## src/rtl/meas_delay_sched_pkg.sv

```systemverilog
// rtl/meas_delay_sched_pkg.sv - shared types and width helpers for the delay-meter scheduler
package meas_delay_sched_pkg;

  typedef enum logic [2:0] {
    ST_IDLE,
    ST_SETTLE,
    ST_ARM,
    ST_WAIT,
    ST_REPORT
  } state_t;

  // Accumulator holds 2^log2_navg full-scale codes without wrapping.
  function automatic int acc_w(input int dw, input int log2_navg);
    return dw + log2_navg;
  endfunction

  // One timer serves both the settle count and the per-sample timeout.
  function automatic int tmr_w(input int tmo_cyc, input int settle);
    return $clog2(((tmo_cyc > settle) ? tmo_cyc : settle) + 1);
  endfunction

endpackage

```

## src/rtl/meas_delay_sched_rr_arbiter.sv

```systemverilog
// rtl/meas_delay_sched_rr_arbiter.sv - combinational round-robin pick of first requester at/after ptr
module rr_arbiter #(
  parameter int NCH = 4
) (
  input  logic [NCH-1:0]         req,
  input  logic [$clog2(NCH)-1:0] ptr,
  output logic [$clog2(NCH)-1:0] grant,
  output logic                   any_req
);
  localparam int PW = $clog2(NCH);
  localparam logic [PW:0] NCH_W = (PW+1)'(NCH);

  logic [NCH-1:0] rot;
  logic [PW-1:0]  off;
  logic [PW:0]    sum;

  // Rotate so bit 0 is the pointer channel, take the lowest set offset, rotate back.
  always_comb begin
    rot = NCH'({req, req} >> ptr);
    off = '0;
    for (int i = NCH - 1; i >= 0; i--) begin
      if (rot[i]) off = PW'(i);
    end
    sum     = {1'b0, ptr} + {1'b0, off};
    grant   = (sum >= NCH_W) ? PW'(sum - NCH_W) : PW'(sum);
    any_req = |req;
  end

endmodule

```

## src/rtl/meas_delay_sched.sv

```systemverilog
// rtl/meas_delay_sched.sv - shares one delay meter among NCH channels; optional MEAS_DELAY_SCHED_MINMAX_EN
module meas_delay_sched
  import meas_delay_sched_pkg::*;
#(
  parameter int NCH       = 4,
  parameter int DW        = 16,
  parameter int LOG2_NAVG = 2,
  parameter int SETTLE    = 3,
  parameter int TMO_CYC   = 1000
) (
  input  logic                   clk,
  input  logic                   rstn,
  input  logic [NCH-1:0]         req,
  output logic [$clog2(NCH)-1:0] sel,
  output logic                   meas_start,
  input  logic                   meas_done,
  input  logic [DW-1:0]          meas_val,
  output logic                   busy,
  output logic                   res_valid,
  output logic [$clog2(NCH)-1:0] res_ch,
  output logic [DW-1:0]          res_val,
  output logic                   res_err
`ifdef MEAS_DELAY_SCHED_MINMAX_EN
  ,
  output logic [DW-1:0]          res_min,
  output logic [DW-1:0]          res_max
`endif
);
  localparam int PW = $clog2(NCH);
  localparam int AW = acc_w(DW, LOG2_NAVG);
  localparam int TW = tmr_w(TMO_CYC, SETTLE);
  localparam int CW = LOG2_NAVG + 1;

  state_t         state, state_nx;
  logic [PW-1:0]  ptr, gnt;
  logic           any_req;
  logic [AW-1:0]  acc, acc_sum;
  logic [CW-1:0]  cnt;
  logic [TW-1:0]  tmr;
  logic           last_smp, tmo_hit, settle_done;

  rr_arbiter #(.NCH(NCH)) u_arb (
    .req     (req),
    .ptr     (ptr),
    .grant   (gnt),
    .any_req (any_req)
  );

  assign acc_sum     = acc + AW'(meas_val);
  assign last_smp    = (cnt == CW'((1 << LOG2_NAVG) - 1));
  // In WAIT the timer holds cycles elapsed since meas_start.
  assign tmo_hit     = (tmr == TW'(TMO_CYC - 1));
  assign settle_done = (tmr == TW'(SETTLE - 1));

  // State register.
  always_ff @(posedge clk or negedge rstn) begin
    if (!rstn) state <= ST_IDLE;
    else       state <= state_nx;
  end

  // Next state and state-decoded strobes; a done coinciding with timeout is taken as a sample.
  always_comb begin
    state_nx   = state;
    meas_start = 1'b0;
    busy       = 1'b1;
    res_valid  = 1'b0;
    case (state)
      ST_IDLE: begin
        busy = 1'b0;
        if (any_req) state_nx = ST_SETTLE;
      end
      ST_SETTLE: if (settle_done) state_nx = ST_ARM;
      ST_ARM: begin
        meas_start = 1'b1;
        state_nx   = ST_WAIT;
      end
      ST_WAIT: begin
        if (meas_done)    state_nx = last_smp ? ST_REPORT : ST_ARM;
        else if (tmo_hit) state_nx = ST_REPORT;
      end
      ST_REPORT: begin
        res_valid = 1'b1;
        state_nx  = ST_IDLE;
      end
      default: state_nx = ST_IDLE;
    endcase
  end

  // Datapath: grant capture, timers, accumulation, and result registers loaded on entry to REPORT.
  always_ff @(posedge clk or negedge rstn) begin
    if (!rstn) begin
      ptr     <= '0;
      sel     <= '0;
      acc     <= '0;
      cnt     <= '0;
      tmr     <= '0;
      res_ch  <= '0;
      res_val <= '0;
      res_err <= 1'b0;
    end else begin
      case (state)
        ST_IDLE: begin
          tmr <= '0;
          if (any_req) sel <= gnt;
        end
        ST_SETTLE: tmr <= tmr + 1'b1;
        ST_ARM:    tmr <= TW'(1);
        ST_WAIT: begin
          tmr <= tmr + 1'b1;
          if (meas_done) begin
            acc <= acc_sum;
            cnt <= cnt + 1'b1;
            if (last_smp) begin
              res_ch  <= sel;
              res_val <= DW'(acc_sum >> LOG2_NAVG);
              res_err <= 1'b0;
            end
          end else if (tmo_hit) begin
            res_ch  <= sel;
            res_val <= '0;
            res_err <= 1'b1;
          end
        end
        ST_REPORT: begin
          ptr <= (sel == PW'(NCH - 1)) ? '0 : sel + 1'b1;
          acc <= '0;
          cnt <= '0;
        end
        default: ;
      endcase
    end
  end

`ifdef MEAS_DELAY_SCHED_MINMAX_EN
  logic [DW-1:0] run_min, run_max, nx_min, nx_max;

  assign nx_min = (meas_val < run_min) ? meas_val : run_min;
  assign nx_max = (meas_val > run_max) ? meas_val : run_max;

  // Per-request extremes, snapshotted alongside the average (partial set on timeout).
  always_ff @(posedge clk or negedge rstn) begin
    if (!rstn) begin
      run_min <= '1;
      run_max <= '0;
      res_min <= '0;
      res_max <= '0;
    end else if (state == ST_IDLE && any_req) begin
      run_min <= '1;
      run_max <= '0;
    end else if (state == ST_WAIT) begin
      if (meas_done) begin
        run_min <= nx_min;
        run_max <= nx_max;
        if (last_smp) begin
          res_min <= nx_min;
          res_max <= nx_max;
        end
      end else if (tmo_hit) begin
        res_min <= run_min;
        res_max <= run_max;
      end
    end
  end
`endif

endmodule

```

## config.mk

```make
export PLATFORM = sky130hd
export DESIGN_NAME = meas_delay_sched
export DESIGN_NICKNAME = d
export VERILOG_FILES = /design/src/rtl/meas_delay_sched_pkg.sv /design/src/rtl/meas_delay_sched_rr_arbiter.sv /design/src/rtl/meas_delay_sched.sv
export SDC_FILE = /design/constraint.sdc
export NUM_CORES = 1
export LEC_CHECK = 0
export BUFFER_PORTS_ARGS = -buffer_cell sky130_fd_sc_hd__buf_2
export CORE_ASPECT_RATIO = 0.6
export CORE_UTILIZATION = 25
export DETAILED_ROUTE_END_ITERATION = 7
export PLACE_DENSITY = 0.4
export SYNTH_ARGS = -nofsm -noshare
export SYNTH_HDL_FRONTEND = slang
export SYNTH_HIERARCHICAL = 1
export SYNTH_SLANG_ARGS = --single-unit
```

## constraint.sdc

```tcl
create_clock -name clk -period 2.4 [get_ports clk]
set_clock_uncertainty 0.15 [all_clocks]
set_input_delay 0.48 -clock clk [delete_from_list [all_inputs] [get_ports clk]]
set_output_delay 0.48 -clock clk [all_outputs]
set_load 0.005 [all_outputs]
```

==> run summary <==
Outcome - finished, final reports clean
I/O pin count - 47
Multiplexer share of the synthesized area - 2.47%
Initial Util - 26.2%
Yosys reg bits - 57
GPL Wtd Cong - 0.849
Slew at the pin with the worst max-slew slack - 0.611 ns
Clk_lat worst skew - 0.32 ns
WP data arrival - 2.49 ns
Worst vdd ir - 0.000461 V
Area growth syn-to-layout - 30.0%
PD cells - 1280 nW/µm²
Worst Setup Slack, final - 0.00276 ns
Synth top cells by count - dfrtp_1 (57), nand2_1 (47), nor2_1 (32)
First-pass GRT wire length - 15,500 µm
Top-count cell post-synth - dfrtp_1
Register area share after synthesis - 41.5%
Top post-synthesis cells by area - dfrtp_1 (41%), ha_1 (8.0%), nand2_1 (5.1%)
Syn_nets - 425
Post-synthesis adder-cell area fraction - 8.58%
Syn Inst Count - 379
CTS clk-pin slew, worst paths - 0.05 ns
Number of synthesized flops with an enable pin - 0
Setup-failing EPs final - 0
Kind of start point of the critical path - flop
Slew headroom - 59.3%
F_max - 417 MHz
Final Cell Area - 4470 µm²
Netlist Area Pre-Place - 3440 µm²
RSZ-0062 raised after global routing - true
Nets@finish - 501
Simple-gate share of the synthesized area - 19.2%
Pre-CTS setup slack - -0.380 ns
Core ar. - 13,100 µm²
CP Max Fanout - 3
Distinct cells, synth - 56
Worst path cell trace - ha_4 -> fa_2 -> a21o_1 -> a221oi_4 -> o21bai_4 -> a21o_4 -> mux2i_4 -> a31oi_1
Max Slew Vio Count - 0
Longest Clk Path Bufs - 2
Worst hold-check path type - input pin to async pin
Vias in the first global route - 2,832
Crit path buf inv count - 0
Initial antenna violation count - 0
Final WL - 9550 µm
Compound-Gate Fraction of Synth Area - 20.2%
Top-area cell type share of the netlist area - 41.5%
Gr usage total - 14.3%
Slowest cell delay on critical path - 0.40 ns
Ys async rst share - 100%
CTS buffer count - 9
# hold bufs at CTS - 0
Pre-antenna DRT Iters - 5
Worst path slowest cell - dfrtp_1
Share of layout cells above drive strength 1 - 25.4%
Rows - 32
Ant diodes - 0
Post-placement cell count - 612
Die Area - 14,200 µm²
Post-synthesis xor/xnor area fraction - 4.84%
# DRC - 0
YS warnings - 6
Final period util - 99.9%
Finished Layout Cells - 630
H-tree depth - 3
CTS tree - done
Hold Slack - 0.0190 ns
LEAKAGE - 2.09 nW
Max cap viols - 0
Post-route ant nets - 0
Final hold violations - 0
Clk root buf - clkbuf_16
Setup crit end kind - flop
WL per Instance - 15.2 µm
WP data required - 2.49 ns
Largest net degree at the start of global routing - 36
Global route overflow - 0
Die W - 153 µm
Crit Path Category - flop to flop
Final min period - 2.40 ns
DR vias/cell - 4.72
I/O Buffers - 46
Die Ht - 92.9 µm
Drt initial violations - 153
Largest delay contributor family on the critical path - compound AO/OA/AOI/OAI gates
Syn Area/Cell - 9.08 µm²
Vias after detailed routing - 2,971
Synth Flop Type - dfrtp_1
Placed Area - 4080 µm²
Post-synth top area cell - dfrtp_1
Num Clock Sinks - 57
DP Wirelength - 7150 µm
Largest family of logic cells by synthesized area - compound AO/OA/AOI/OAI gates
==> registers in the layout (all words and copies together), names as in the netlist <==
signal and count:
res_ch 2, res_err 1, cnt 3, tmr 10
state 3, acc 18, res_val 16, sel 2
ptr 2
==> repair_timing <==
item	4_1_cts	5_1_grt
pin swaps	8	5
setup endpoints to repair	8	11
gates cloned	0	0
gates resized for setup	5	4
setup buffers	1	1
==> routing by layer <==
| metal | GRT usage [%] | vias to the layer above | part of all wire, % |
|---|---|---|---|
| li1 | - | 1518 | - |
| met1 | 22.6 | 1391 | 58 |
| met2 | 18.1 | 60 | 37 |
| met3 | 3.84 | 2 | 4.4 |
| met4 | 4.00 | 0 | 0.32 |
| met5 | 0 | - | 0 |
==> placed cells by master (no fill, tap or decap), types with 4 or more instances in the layout <==
cell	netlist	final
o21ai_0	28	28
nor3_1	5	5
o211ai_1	5	5
buf_2	3	46
clkbuf_16	0	9
xnor2_1	11	11
a21o_1	8	8
nand3_1	24	24
a21oi_1	29	29
xor2_1	8	8
ha_1	22	20
a31oi_1	5	5
o31ai_1	7	5
nor2_1	32	32
nand2_1	47	47
dfrtp_1	57	57
buf_4	2	33
inv_1	11	11
nand4_1	4	4
==> cell families after synthesis <==
family,count (synthesis)
buffers and inverters,27
and+or+nand+nor,138
AOI/OAI and AO/OA,107
xor gates and xnor gates,19
DFF,57
adders and majority gates,23
muxes,8
==> power by group <==
| group | total [mW] | switching, mW | internal [mW] |
|---|---|---|---|
| Sequential | 1.67 | 0.311 | 1.35 |
| Clock | 1.33 | 0.441 | 0.887 |
| Combinational | 2.75 | 1.45 | 1.30 |
| Total | 5.74 | 2.20 | 3.55 |
==> worst paths after layout <==
path | from | end | slack, ns | cells past startpoint
max in group asynchronous | rstn | acc[13] | 1.48 | 2
max | acc[0] | acc[14] | 0.003 | 8
min in group clk | res_val[5] | res_val[5] | 0.32 | 2
min reg2reg | res_val[5] | res_val[5] | 0.32 | 2
max reg2reg | acc[0] | acc[14] | 0.003 | 8
min | rstn | res_val[1] | 0.02 | 1
==> stage by stage <==
step | power (mW) | TNS, ns | util [%]
after floorplan | 3.35 | -0.0332 | -
after global placement | 4.30 | -3.03 | 31.1
after detailed placement | 4.30 | -3.29 | 31.1
after CTS | 5.76 | -0.0256 | 33.8
after global routing | 6.23 | -0.620 | 34.1
final | 5.74 | 0 | 34.1
==> layout make-up <==
cell class / instances / area [µm²]
well taps: 170 / 213
fillers: 1378 / 8660
clock inverters: 2 / 35.0
multi-input cells: 295 / 1980
repair buffers: 80 / 498
flip-flops and latches: 57 / 1430
inverters: 12 / 45.0
clock buffers: 14 / 274
No activity file was read; power rests on OpenSTA's default activity.
